$ cat src/rtl/serial_cmd_rx.sv
// Serial command receiver: 11-bit frames assembled into operand packets, checked
// with a serial CRC-4, and presented through a single-entry valid/ready register.
module serial_cmd_rx #(
  parameter int unsigned OPW  = 32,
  parameter int unsigned NOPS = 2
) (
  input  logic                clk,
  input  logic                rst_n,
  input  logic                sin,
  output logic [NOPS*OPW-1:0] cmd_data,
  output logic [2:0]          cmd_op,
  output logic [2:0]          cmd_err,
  output logic                cmd_valid,
  input  logic                cmd_ready,
  output logic                frame_err,
  output logic                overrun
);

  localparam int unsigned DW = NOPS * OPW;
  localparam int unsigned NB = DW / 8;
  localparam int unsigned CW = $clog2(NB + 2);
  localparam logic [CW-1:0] ByteCntFull = CW'(NB);
  localparam logic [CW-1:0] ByteCntSat  = CW'(NB + 1);

  typedef enum logic [1:0] {StIdle, StType, StPayload, StStop} state_e;

  state_e state_q, state_d;

  logic          sin_s1_q, sin_s2_q, sin_s;
  logic          type_q, type_d;
  logic [2:0]    bit_cnt_q, bit_cnt_d;
  logic [7:0]    shift_q, shift_d;
  logic [3:0]    crc_work_q, crc_work_d;
  logic [3:0]    crc_q, crc_d;
  logic [CW-1:0] byte_cnt_q, byte_cnt_d;
  logic [DW-1:0] opnd_q, opnd_d;
  logic [DW-1:0] cmd_data_q, cmd_data_d;
  logic [2:0]    cmd_op_q, cmd_op_d;
  logic [2:0]    cmd_err_q, cmd_err_d;
  logic          cmd_valid_q, cmd_valid_d;
  logic          frame_err_q, frame_err_d;
  logic          overrun_q, overrun_d;

  logic capture_type, shift_bit, stop_ok, stop_bad;
  logic data_done, ctl_done;
  logic crc_feed, crc_bit;
  logic op_legal, err_data, err_crc, err_op;

  // x^4 + x + 1, MSB-first, one message bit per call.
  function automatic logic [3:0] crc4_step(input logic [3:0] c, input logic b);
    logic fb;
    fb = c[3] ^ b;
    return {c[2:0], 1'b0} ^ {2'b00, fb, fb};
  endfunction

  // Idle-high reset value keeps the synchroniser from faking a start bit.
  always_ff @(posedge clk or negedge rst_n) begin
    if (!rst_n) begin
      sin_s1_q <= 1'b1;
      sin_s2_q <= 1'b1;
    end else begin
      sin_s1_q <= sin;
      sin_s2_q <= sin_s1_q;
    end
  end

  assign sin_s = sin_s2_q;

  always_ff @(posedge clk or negedge rst_n) begin
    if (!rst_n) begin
      state_q <= StIdle;
    end else begin
      state_q <= state_d;
    end
  end

  always_comb begin
    state_d = state_q;
    unique case (state_q)
      StIdle:    if (!sin_s) state_d = StType;
      StType:    state_d = StPayload;
      StPayload: if (bit_cnt_q == 3'd7) state_d = StStop;
      StStop:    state_d = StIdle;
      default:   state_d = StIdle;
    endcase
  end

  always_comb begin
    capture_type = 1'b0;
    shift_bit    = 1'b0;
    stop_ok      = 1'b0;
    stop_bad     = 1'b0;
    unique case (state_q)
      StType:    capture_type = 1'b1;
      StPayload: shift_bit = 1'b1;
      StStop: begin
        stop_ok  = sin_s;
        stop_bad = !sin_s;
      end
      default: ;
    endcase
  end

  assign data_done = stop_ok && !type_q;
  assign ctl_done  = stop_ok && type_q;

  // Ctl payload bit 7 is replaced by a constant 1 in the CRC stream; the low
  // four ctl bits are the received CRC and are not fed.
  assign crc_feed = shift_bit && (!type_q || !bit_cnt_q[2]);
  assign crc_bit  = (type_q && bit_cnt_q == 3'd0) ? 1'b1 : sin_s;

  always_comb begin
    op_legal = 1'b0;
    case (shift_q[6:4])
      3'b000, 3'b001, 3'b100, 3'b101: op_legal = 1'b1;
      default:                        op_legal = 1'b0;
    endcase
  end

  assign err_data = byte_cnt_q != ByteCntFull;
  assign err_crc  = !err_data && (crc_work_q != shift_q[3:0]);
  assign err_op   = !err_data && !err_crc && (shift_q[7] || !op_legal);

  always_comb begin
    type_d      = type_q;
    bit_cnt_d   = bit_cnt_q;
    shift_d     = shift_q;
    crc_work_d  = crc_work_q;
    crc_d       = crc_q;
    byte_cnt_d  = byte_cnt_q;
    opnd_d      = opnd_q;
    cmd_data_d  = cmd_data_q;
    cmd_op_d    = cmd_op_q;
    cmd_err_d   = cmd_err_q;
    cmd_valid_d = cmd_valid_q;
    frame_err_d = 1'b0;
    overrun_d   = 1'b0;

    if (capture_type) begin
      type_d     = sin_s;
      bit_cnt_d  = 3'd0;
      crc_work_d = crc_q;
    end

    if (shift_bit) begin
      shift_d   = {shift_q[6:0], sin_s};
      bit_cnt_d = bit_cnt_q + 3'd1;
      if (crc_feed) crc_work_d = crc4_step(crc_work_q, crc_bit);
    end

    if (stop_bad) frame_err_d = 1'b1;

    if (data_done) begin
      opnd_d = (opnd_q << 8) | DW'(shift_q);
      crc_d  = crc_work_q;
      if (byte_cnt_q != ByteCntSat) byte_cnt_d = byte_cnt_q + CW'(1);
    end

    if (ctl_done) begin
      opnd_d     = '0;
      crc_d      = 4'h0;
      byte_cnt_d = '0;
    end

    // A completed packet may replace the held one only if it is being taken now.
    if (ctl_done && (!cmd_valid_q || cmd_ready)) begin
      cmd_data_d  = opnd_q;
      cmd_op_d    = shift_q[6:4];
      cmd_err_d   = {err_data, err_crc, err_op};
      cmd_valid_d = 1'b1;
    end else begin
      if (ctl_done) overrun_d = 1'b1;
      if (cmd_valid_q && cmd_ready) cmd_valid_d = 1'b0;
    end
  end

  always_ff @(posedge clk or negedge rst_n) begin
    if (!rst_n) begin
      type_q      <= 1'b0;
      bit_cnt_q   <= 3'd0;
      shift_q     <= 8'h00;
      crc_work_q  <= 4'h0;
      crc_q       <= 4'h0;
      byte_cnt_q  <= '0;
      opnd_q      <= '0;
      cmd_data_q  <= '0;
      cmd_op_q    <= 3'b000;
      cmd_err_q   <= 3'b000;
      cmd_valid_q <= 1'b0;
      frame_err_q <= 1'b0;
      overrun_q   <= 1'b0;
    end else begin
      type_q      <= type_d;
      bit_cnt_q   <= bit_cnt_d;
      shift_q     <= shift_d;
      crc_work_q  <= crc_work_d;
      crc_q       <= crc_d;
      byte_cnt_q  <= byte_cnt_d;
      opnd_q      <= opnd_d;
      cmd_data_q  <= cmd_data_d;
      cmd_op_q    <= cmd_op_d;
      cmd_err_q   <= cmd_err_d;
      cmd_valid_q <= cmd_valid_d;
      frame_err_q <= frame_err_d;
      overrun_q   <= overrun_d;
    end
  end

  assign cmd_data  = cmd_data_q;
  assign cmd_op    = cmd_op_q;
  assign cmd_err   = cmd_err_q;
  assign cmd_valid = cmd_valid_q;
  assign frame_err = frame_err_q;
  assign overrun   = overrun_q;

endmodule

$ cat config.mk
export PLATFORM = sky130hd
export DESIGN_NAME = serial_cmd_rx
export DESIGN_NICKNAME = d
export VERILOG_FILES = /design/src/rtl/serial_cmd_rx.sv
export SDC_FILE = /design/constraint.sdc
export NUM_CORES = 1
export LEC_CHECK = 0
export ABC_AREA = 1
export CAP_MARGIN = 20
export CORE_MARGIN = 1
export CORE_UTILIZATION = 55
export CTS_CLUSTER_DIAMETER = 60
export DETAILED_ROUTE_END_ITERATION = 8
export DONT_BUFFER_PORTS = 1
export MAX_ROUTING_LAYER = met4
export PLACE_DENSITY = 0.79
export SYNTH_ARGS = -nofsm -noshare
export SYNTH_HDL_FRONTEND = slang
export SYNTH_SLANG_ARGS = --single-unit
$ cat constraint.sdc
create_clock -name clk -period 1.81 [get_ports clk]
set_input_delay 0.362 -clock clk [delete_from_list [all_inputs] [get_ports clk]]
set_output_delay 0.362 -clock clk [all_outputs]
set_load 0.03 [all_outputs]
After elaboration in Yosys (flattened, before gate mapping)
Cells that the tools add are included.

cells by class
  bitwise logic cells = 3
  $lt $le $gt $ge = 0
  multiply operators = 0
  shifts and indexed selects = 0
  add/subtract/negate cells = 2
  reductions and logical operators = 29
  multiplexer cells = 26
  eq/ne operators = 12
  div/mod/pow operators = 0

operators with widths
  kind                 number
  $mux 64              2
  $or 64x8->64         1
  $mux 4               8
  $mux 1               11
  $eq 3x3->1 const B   3
  $logic_and 1x1->1    9
  $ne 4x4->1 const B   2
  $pmux 2 s4           1
  $reduce_bool 2->1    4
  $logic_not 1->1      7
  $logic_not 3->1      2
  $mux 3               2
  $add 4x1->4 const B  1
  $eq 2x2->1 const B   2
  $mux 2               2
  $ne 2x2->1 const B   2
  $ne 4x4->1           1
  $reduce_and 2->1     2
  $reduce_or 4->1      1
  $xor 4x2->4          1
  $add 3x1->3 const B  1
  $eq 3x1->1 const B   1
  $logic_or 1x1->1     3
  $eq 2x1->1 const B   1
  2 further kinds      2

word-level totals
  bits in registers = 165
  latch bits = 0
  RAM bits = 0
  bits of input ports = 4
  memories kept = 0
  word-level logic and storage cells = 88
  ROM bits = 0

Logic depth before layout (Yosys ltp)
  depth after elaboration = 7
  gate-level depth with buffers = 9
  depth with buffers taken out = 8

Worst setup path before layout
No wires, ideal clock.

  path type = register to register
  start = register state_q[0]
  end = register crc_work_q[2]
  stages on the path, launching flop included = 9
  arrival = 1.368 ns
  clock period less this slack = 1.494 ns
  setup slack = 0.316 ns
  required time = 1.684 ns
  cells stage by stage = dfrtp_1 -> inv_1 -> ha_1 -> clkbuf_1 -> inv_1 -> a21oi_1 -> inv_1 -> nand2_1 -> o21ai_0

between the ends
  longest elaborated chain between the ends = 5
  elaborated cells on any way between the ends = 8
  classes of those cells = eq/ne (2); mux (5); reduce/logical (1)

RTL lines
  item                                                line      text
  from (decl)                                         27        state_e state_q, state_d;
  from (signal assigned)                              71        state_q <= StIdle;
  from (signal assigned)                              73        state_q <= state_d;
  $eq 2x1->1 / $eq 2x2->1 (equally long branches)     93        unique case (state_q)
  $mux 1                                              93
  $mux 4 / $logic_and 1x1->1 (equally long branches)  139, 109
  $mux 4                                              148       if (crc_feed) crc_work_d = crc4_step(crc_work_q, crc_bit);
  $mux 4 (*)                                          145       if (shift_bit) begin
  named net crc_work_d[2]                             33        logic [3:0] crc_work_q, crc_work_d;
  to (signal assigned)                                196       crc_work_q <= crc_work_d;
  to (decl)                                           33

Mark *: on every way through the listed nets, which the timed path passes. The rest lies on a longest branch.
A chain may end at the register's enable or synchronous reset.

Worst setup path in the final report
  start = register state_q[0]
  end = register cmd_data_q[27] (netlist: cmd_data[27])

between the ends
  longest elaborated chain between the ends = 4

RTL lines
  item                  line  text
  $eq 2x2->1            93
  $mux 1                93
  $logic_and 1x1->1     105   assign ctl_done = stop_ok && type_q;
  $logic_and 1x1->1     166   if (ctl_done && (!cmd_valid_q || cmd_ready)) begin
  to (signal assigned)  200   cmd_data_q <= cmd_data_d;
  to (decl)             37    logic [DW-1:0] cmd_data_q, cmd_data_d;

No other way between the ends.

==> impl.org <==
** Clock tree
- Total setup buffers inserted after CTS :: 0
- Deepest clock path buffer count :: 2
- CTS placed an instance of clkbuf_16 at the clock tree root.
- The H-tree was split into 4 levels.
- For the worst-skew pair, the clock arrives at the later sink with an insertion delay of 430 ps.
- Counting the buffers created by CTS gives 17.
- Buffers inserted to repair hold after CTS numbered 1.
- Clock slew seen by the registers of the worst setup and hold paths :: 60 ps
- Total of cells resized after clock tree synthesis :: 0
- Clock sink total :: 165
- TritonCTS built the clock tree.

** Global route
- Wire length of the first global-routing pass :: 22.1 mm
- Entering global routing, the biggest net connects 166 pins.
- Vias in the first global route :: 4478
- Total congestion overflow :: 0
- In the global route stage, overall resource usage came out at 0.236.
- Number of antenna violations at the first check in global routing :: 0

** Min path
- Hold/Removal Path Class :: in -> async

** Setup path
- Category of the critical setup timing path :: reg -> reg
- Largest stage delay on the critical path :: 400 ps
- Buf/Inv on CP :: 1
- Walking the worst path, the cells encountered are ha_1, nand2_4, nor2_4, nand2_4, buf_12, nand2_1, o21ai_0.
- Origin of the critical flop-to-flop path :: state_q[0]
- In this run the worst path has a maximum fanout of 45.
- Data arrival at the endpoint of the critical path :: 1960 ps
- Startpoint type of the worst setup path :: register
- Most numerous cell on the critical path :: nand2_4
- Element type at the critical path end :: register
- The most critical setup path has its startpoint at state_q[0].
- For flop-to-flop paths, the worst setup slack is 170 ps.
- CP max stage cell :: dfrtp_1
- Among cell families on the critical path, the largest total delay comes from simple AND/OR/NAND/NOR gates.
- Worst endpoint required time :: 2140 ps

** Timing
- Fin Hold WS :: -365 ps
- Headroom to the max-slew limit came out at 0.741.
- Transition at the pin with the smallest max-transition slack :: 388 ps
- Clk_skew :: 14.6 ps
- Dividing the final minimum period by the clock period gives 0.905.
- The hold violation count in the final report came to 165.
- Setup repair after global routing left no endpoint under its margin.
- After layout, the minimum clock period comes to 1640 ps.
- Fmax :: 0.611 GHz
- The final-report max-slew violation count came to 0.
- Summed over all failing endpoints, the final setup total negative slack is 0 ps.
- Setup violations, final :: 0

** Synthesis
- Synthesis produced a netlist with a net count of 686.
- During synthesis, Yosys emitted a total of 0 warnings.
- Count of state elements after synthesis :: 165
- Yosys mapped the design onto 22 distinct sky130hd cell types.
- Fraction of the yosys area taken by sequential cells :: 0.631
- Synthesis produced 672 cells.
- Synthesized area :: 6550 um^2
- Each instance of the synthesized netlist takes up on average 9.74 um^2.

** Run
- The tool flagged a number of max-cap violations equal to 0.

** Floorplanning
- Floorplan die area :: 12300 um^2
- 77 I/O pins were placed.
- The initial utilization of the core area, before any placement, comes to 0.568.
- The total area inside the core boundary comes to 11500 um^2.
- Measured along the x axis, the die boundary spans 111 um.
- Measured along the y axis, the die boundary spans 111 um.
- FP Rows :: 39

** Detailed routing
- For this block, the routed nets add up to 12.9 mm of wire.
- In this run, the number of DRC markers left after iteration 0 of detailed routing was 439.
- In the routed layout, each cell is associated on average with a via count of 5.57.
- The routed layout has 4550 vias.
- For this run, design rule violations remaining after detail routing come to 11.
- The count of nets left with antenna violations once routing finished came out at 0.
- Average wire length per cell after detail routing :: 15.8 um
- DR pass1 iterations :: 7

** Pwr
- For this design the static power due to leakage is 0.00329 uW.
- Power after layout :: 11800 uW
- IR analysis of the VDD net gives a maximum drop of 1.13 mV.
- Power per standard cell area :: 1630 nW/um^2

** Placed design
- The congestion estimate from routability-driven global placement came to 0.805.
- Half-perimeter wire length of the detailed placement result :: 8.28 mm
- Once placement completed, the tool counted placed cells totaling 785.
- Number of buffers inserted by port buffering :: 0

** Layout
- In the layout the commonest cells are dfrtp_1 (163), o21ai_0 (122), nand2_1 (107).
- Compared with the post-synthesis result, the final layout area differs by 10.7%.
- Final std cells w/o fill :: 817
- Fraction of layout instances using a drive strength above 1 :: 0.0712
- Number of diodes added for antenna fixing :: 0
- Most frequent standard cell in the layout excluding fill and tap cells :: dfrtp_1
- At the end of the flow, the number of nets in the layout was 676.

** Outcome
- Run status :: complete, but fails checks
- Violated checks :: DRC, hold timing
==> metrics by stage <==
stage           util  instance area (um^2)  hold slack (ps)  setup WS [ps]
2_1_floorplan      -                  6550             66.4            316
3_3_place_gp   0.577                  6650             72.7            273
3_5_place_dp   0.577                  6650             71.5            169
4_1_cts        0.629                  7250             -375            163
5_1_grt        0.629                  7250             -390           59.3
6_report       0.629                  7250             -365            173
==> per-layer routing <==
metal	track usage	wire (um)	vias up
met5	-	0	-
li1	-	-	2166
met4	0.0928	336	0
met2	0.370	6580	144
met1	0.288	5260	2207
met3	0.0711	751	33
==> worst reg2reg max path: stages, from the launching register on <==
cell and delay (ps):
dfrtp_1 400, ha_1 260, nand2_4 150, nor2_4 60, nand2_4 240, buf_12 250
nand2_1 80, o21ai_0 100
==> state kept, by name, summed over array words and instances (netlist names) <==
signal and cells:
state_q 2, crc_work_q 4, shift_q 8, opnd_q 64, cmd_data 64, bit_cnt_q 3
sin_s 1, frame_err 1, overrun 1, cmd_op 3, type_q 1, cmd_valid 1
crc_q 4, cmd_err 3, byte_cnt_q 4, sin_s1_q 1
==> synth_stat cells <==
library cell / count / share of area
nor2_4: 2 / 0.0034
buf_6: 5 / 0.0086
dfrtp_1: 163 / 0.62
inv_2: 1 / 0.00057
ha_1: 10 / 0.019
a31oi_1: 1 / 0.00096
o31ai_1: 4 / 0.0046
xor2_1: 5 / 0.0067
nor2_1: 9 / 0.0052
o21ai_1: 30 / 0.023
o21ai_0: 122 / 0.093
buf_2: 15 / 0.011
a21oi_1: 8 / 0.0061
clkbuf_1: 16 / 0.0092
nand2_4: 1 / 0.0017
nand4_1: 2 / 0.0019
nand3_1: 76 / 0.058
dfstp_2: 2 / 0.0080
buf_1: 3 / 0.0017
nand2_1: 107 / 0.061
inv_1: 89 / 0.051
nand2_2: 1 / 0.00096
==> logic make-up (layout without fill, tap and decap cells) <==
| family | after synthesis | in the layout | synth area share |
|---|---|---|---|
| buffers and inverters | 129 | 131 | 0.0826 |
| DFF | 165 | 165 | 0.631 |
| adders and majority gates | 10 | 10 | 0.0191 |
| xor gates and xnor gates | 5 | 5 | 0.00669 |
| and+or+nand+nor | 198 | 198 | 0.133 |
| AOI/OAI and AO/OA | 165 | 165 | 0.128 |
==> path summary, 6_finish.rpt <==
path | to | depth (start not counted)
setup / recovery | cmd_data[27] | 7
hold reg to reg | sin_s | 0
setup reg to reg | cmd_data[27] | 7
min in group clk | overrun | 3
hold / removal | opnd_q[58] | 0
max in group asynchronous | sin_s | 0
==> power by group <==
part           internal, uW  total, uW  switching, uW
sequential             4570       5800           1230
clock                  2080       3570           1490
combinational           772       2420           1650
total                  7420      11800           4370
==> cell type report <==
type,count,area (um^2)
clock buffer,18,439
fill,895,4270
clock inverter,13,150
tap,143,179
multi-input combinational,378,1880
inverter,90,339
timing repair buffer,10,128
sequential,165,4130
(Power assumes the default switching activity.)
